`config.mk`:
```
export PLATFORM = sky130hd
export DESIGN_NAME = fetch_stage
export DESIGN_NICKNAME = d
export VERILOG_FILES = /design/src/rtl/fetch_stage.sv
export SDC_FILE = /design/constraint.sdc
export NUM_CORES = 1
export LEC_CHECK = 0
export ABC_AREA = 0
export ABC_CLOCK_PERIOD_IN_PS = 3700
export CAP_MARGIN = 10
export CORE_UTILIZATION = 30
export DETAILED_ROUTE_END_ITERATION = 6
export GPL_ROUTABILITY_DRIVEN = 1
export PLACE_DENSITY = 0.61
export SLEW_MARGIN = 20
export SYNTH_ARGS = -nofsm -noshare
export SYNTH_HDL_FRONTEND = slang
export SYNTH_SLANG_ARGS = --single-unit
```
`constraint.sdc`:
```
create_clock -name clk -period 3.7 [get_ports clk]
set_input_delay 0.925 -clock clk [delete_from_list [all_inputs] [get_ports clk]]
set_output_delay 0.925 -clock clk [all_outputs]
set_load 0.02 [all_outputs]
```
`src/rtl/fetch_stage.sv`:
```
`default_nettype none
// +----------------------------------------------------------------------+
// | Module   : fetch_stage                                               |
// | Purpose  : Instruction fetch stage. Holds the fetch PC, presents it  |
// |            to a combinational instruction memory and registers the  |
// |            returned word into the IF/ID pipeline register. Handles  |
// |            decode stalls, redirects from later stages, a sticky     |
// |            misaligned-target flag and an accepted-fetch counter.    |
// | Revision : 1.0  initial release                                      |
// +----------------------------------------------------------------------+
module fetch_stage #(
  parameter int          ADDR_W   = 32,
  parameter logic [31:0] NOP_WORD = 32'h0000_0000
) (
  input  logic              clk,
  input  logic              rst_n,
  input  logic [ADDR_W-1:0] pc_init,
  input  logic              stall,
  input  logic              redirect,
  input  logic [ADDR_W-1:0] redirect_target,
  output logic [ADDR_W-1:0] imem_addr,
  input  logic [31:0]       imem_rdata,
  output logic [ADDR_W-1:0] program_counter,
  output logic [31:0]       if_id_instr,
  output logic [ADDR_W-1:0] if_id_pc_plus4,
  output logic              if_id_valid,
  output logic              pc_misaligned,
  output logic [31:0]       fetch_count
);

  // Mask that clears the two byte-offset bits of an address.
  localparam logic [ADDR_W-1:0] C_WORD_MASK = ~ADDR_W'(3);

  logic [ADDR_W-1:0] r_pc;
  logic [31:0]       r_instr;
  logic [ADDR_W-1:0] r_pc_plus4;
  logic              r_valid;
  logic              r_misaligned;
  logic [31:0]       r_fetch_count;

  logic [ADDR_W-1:0] w_pc_plus4;
  logic              w_target_misaligned;

  // Sequential PC increment (wraps naturally at the top of the address space)
  // and detection of a redirect target that is not word aligned.
  always_comb begin
    w_pc_plus4          = r_pc + ADDR_W'(4);
    w_target_misaligned = (redirect_target[1:0] != 2'b00);
  end

  // Fetch state update: reset beats redirect, redirect beats stall, and only
  // a clean cycle advances the PC and loads a real instruction into IF/ID.
  always_ff @(posedge clk) begin
    if (!rst_n) begin
      r_pc          <= pc_init & C_WORD_MASK;
      r_instr       <= NOP_WORD;
      r_pc_plus4    <= '0;
      r_valid       <= 1'b0;
      r_misaligned  <= 1'b0;
      r_fetch_count <= '0;
    end else if (redirect) begin
      // Squash whatever is in IF/ID; the target is forced word aligned but a
      // bad target is remembered until the next reset.
      r_pc       <= redirect_target & C_WORD_MASK;
      r_instr    <= NOP_WORD;
      r_pc_plus4 <= '0;
      r_valid    <= 1'b0;
      if (w_target_misaligned) begin
        r_misaligned <= 1'b1;
      end
    end else if (!stall) begin
      r_pc          <= w_pc_plus4;
      r_instr       <= imem_rdata;
      r_pc_plus4    <= w_pc_plus4;
      r_valid       <= 1'b1;
      r_fetch_count <= r_fetch_count + 32'd1;
    end
  end

  // Output drive: memory is addressed directly by the registered PC.
  always_comb begin
    imem_addr       = r_pc;
    program_counter = r_pc;
    if_id_instr     = r_instr;
    if_id_pc_plus4  = r_pc_plus4;
    if_id_valid     = r_valid;
    pc_misaligned   = r_misaligned;
    fetch_count     = r_fetch_count;
  end

endmodule
`default_nettype wire

```
==> summary.txt <==
Routing
  • DRT antenna net count: 0
  • Final WL: approximately 19000 microns
  • First drt pass iteration count: 4
  • Wirelength per Cell: about 17 microns
  • Vias: 5094
  • Drc violations: 0
  • Starting DRT DRC Count: approximately 150
  • Via/cell ratio: between 4 and 5

STA
  • Final Hold Fails: 0
  • Minimum clock period: about 2.6 ns
  • Fin Setup TNS: 0 ns
  • # setup viols final: 0
  • Fmax: about 0.38 GHz
  • Slew Limit Fails: 0
  • Relative slew slack: 0.278
  • Worst Tran Pin Value: ~1.1 ns
  • RSZ-0062 raised after global routing: no
  • Worst clock skew: between 0.007 and 0.008 ns
  • Period utilization: 0.709

Setup path
  • CP Capture Type: flip-flop
  • Worst-case reg-to-reg path depth: 6
  • Data arrival, critical path: 2.90 ns
  • CP Launch Type: primary input
  • Worst EP required: 3.98 ns
  • Reg2Reg Setup Slack: 1.21 ns
  • Crit path kind: primary input to flip-flop
  • Worst-path maximum fanout: 13
  • Reg2reg start: imem_addr[2]$_DFFE_PP_
  • Reg-to-Reg End: imem_addr[24]$_DFFE_PP_

Logic synthesis
  • FFs w/ async S/R, synth: 0
  • Number of flops mapped to enable cells by yosys: 30
  • Syn_area_per_cell: 10.1 sq um
  • Synth warnings: 0
  • Synth Instances: 584
  • Netlist Area Pre-Place: 5910 sq um
  • Yosys cell types: 46
  • Main synth FF type: dfxtp_1
  • Seq/Total Area, Yosys: 0.478
  • Seq cells post-synth: approximately 130

Power and ir drop
  • VDD IR max: between 0.2 and 0.3 mV
  • PwrDens: 425 nW/um^2
  • Leak pwr: 3.24 nW
  • Total power: 3.83 mW

Die
  • Core ar.: ~19000 sq um
  • IO Pins: 262
  • Standard-cell rows: 50
  • Die width: 142 microns
  • Die height: 142 microns
  • Die Area: 20300 sq um
  • Starting Density: 0.311

Clock network
  • Postcts setup bufs: 0
  • CTS tree: done
  • PostCTS Resize Cnt: 0
  • Total CTS buffers: 17
  • Num Clock Sinks: approximately 130
  • Clk_lat worst skew: about 0.42 ns
  • Clk slew on worst S/H paths: 0.06 ns
  • CTS Hold Bufs: 0
  • Root buf cell: clkbuf_16
  • Max Root-Sink Buffers: 2
  • CTS H-tree lvls: 4

Place
  • RePlAce Congestion: roughly 0.76
  • Port Buffer Count: approximately 250
  • Detail Placement HPWL: 13600 microns

Final layout
  • Final Net Count: 906
  • Diode count: 0
  • Layout cells sized above 1: 0.100
  • Fill count: 1857
  • Commonest non-fill, non-tap cell in the layout: clkdlybuf4s50_1
  • Most frequent cells in the layout: 252 x clkdlybuf4s50_1, 96 x dfxtp_1, 46 x nand2_1, 46 x a22o_1, 43 x xnor2_1
  • Area grow syn2layout: 52.5%

Global route
  • Global-route usage over all layers: 0.186
  • Grt ovf: 0
  • First-pass GRT wire length: 28200 microns
  • Largest net degree at the start of global routing: 40
  • Number of global-route vias before repair: approximately 4800
  • Initial antenna violation count: 0

Hold path
  • Worst Hold Depth: 2
  • Hold Startpoint: if_id_pc_plus4[30]$_SDFFE_PP0N_
  • Worst hold path type: flip-flop to flip-flop
  • Hold path endpoint: if_id_pc_plus4[30]$_SDFFE_PP0N_

Flow run
  • MaxCap Viol Count: 0

Outcome
  • Status: completed
==> cells in the mapped netlist, types with 2 or more instances <==
| cell | instances | share of area |
|---|---|---|
| and3_1 | 5 | 0.0053 |
| nor3_1 | 11 | 0.0093 |
| clkbuf_1 | 18 | 0.011 |
| xnor2_1 | 43 | 0.064 |
| nor4_4 | 4 | 0.014 |
| a221o_1 | 16 | 0.027 |
| inv_1 | 16 | 0.010 |
| nand3_2 | 3 | 0.0051 |
| nand3_1 | 21 | 0.018 |
| xor2_1 | 10 | 0.015 |
| nor4_2 | 3 | 0.0064 |
| a21oi_1 | 9 | 0.0076 |
| and4_1 | 5 | 0.0074 |
| ha_1 | 2 | 0.0042 |
| nor4_1 | 6 | 0.0064 |
| nand4_1 | 10 | 0.011 |
| o21ai_0 | 33 | 0.028 |
| nand2_1 | 46 | 0.029 |
| edfxtp_1 | 30 | 0.15 |
| and2_1 | 3 | 0.0032 |
| mux2_2 | 10 | 0.019 |
| buf_4 | 36 | 0.046 |
| or3_1 | 9 | 0.0095 |
| nor3_2 | 8 | 0.014 |
| nor2b_1 | 13 | 0.014 |
| nor2_1 | 37 | 0.024 |
| a22o_1 | 46 | 0.068 |
| o31a_1 | 2 | 0.0030 |
| buf_2 | 8 | 0.0068 |
| buf_1 | 5 | 0.0032 |
| mux2i_1 | 4 | 0.0068 |
| o2bb2ai_1 | 2 | 0.0030 |
| nand4_2 | 2 | 0.0042 |
| dfxtp_1 | 96 | 0.33 |
==> worst max path at each step <==
stage	start	to	slack (ns)	depth (start not counted)
after floorplan	redirect	imem_addr[10]$_DFFE_PP_	0.97	6
after CTS	redirect	imem_addr[24]$_DFFE_PP_	1.08	4
final	redirect	imem_addr[24]$_DFFE_PP_	1.08	4
after global placement	redirect	fetch_count[31]$_SDFFE_PN0P_	0.65	6
after global routing	stall	fetch_count[13]$_SDFFE_PN0P_	0.93	6
after detailed placement	stall	fetch_count[26]$_SDFFE_PN0P_	0.66	6
==> through the flow <==
stage          cells  instance area (sq um)  worst slack (ns)  utilization  hold slack (ns)
3_5_place_dp    1045                   8450             0.664        0.444            0.434
2_1_floorplan    589                   5930             0.972            -            0.517
5_1_grt         1077                   9010             0.930        0.474            0.465
3_3_place_gp    1045                   8450             0.654        0.444            0.427
6_report        1077                   9010              1.08        0.474            0.439
4_1_cts         1077                   9010              1.08        0.474            0.442
==> metal layers <==
layer | routed length, microns | vias to the layer above | track usage
met4 | 143 | 0 | 0.0441
met5 | 0 | - | 0
met3 | 1650 | 12 | 0.0757
li1 | - | 2498 | -
met2 | 9100 | 167 | 0.314
met1 | 7890 | 2417 | 0.219
==> kinds of logic (layout without fill, tap and decap cells) <==
kind of cell / Yosys count / count (layout) / share of synthesized area
buf+inv: 86 / 314 / 0.0832
compound gates: 110 / 110 / 0.139
flops: 126 / 126 / 0.478
fa+ha+maj: 2 / 2 / 0.00423
mux: 14 / 14 / 0.0258
other cells: 1 / 6 / 0.000635
simple gates: 192 / 192 / 0.191
xor+xnor: 53 / 53 / 0.0786
==> final cells by class <==
class	instances	area (sq um)	area share
clock buffer	17	425	0.0472
clock inverter	15	136	0.0151
inverter	17	63.8	0.00708
multi-input combinational	377	2620	0.291
sequential	126	2820	0.313
tap	260	325	0.0361
timing repair buffer	265	2620	0.291
==> registers in the layout, summed over array words and instances (netlist names) <==
name,cells
fetch_count,32
if_id_instr,32
if_id_pc_plus4,30
imem_addr,30
if_id_valid,1
pc_misaligned,1
==> critical path, stage by stage <==
cell and delay (ns):
clkdlybuf4s50_1 0.59, buf_4 0.26, nor2_1 0.83, a221o_1 0.30
==> power breakdown <==
part           total, mW  switching, mW  internal, mW  leakage (nW)
registers           1.57         0.0866          1.48          1.10
clock network       1.61          0.717         0.894         0.283
logic              0.645          0.305         0.340          1.86
total               3.83           1.11          2.72          3.24
Power figures use the tool's default switching activity.
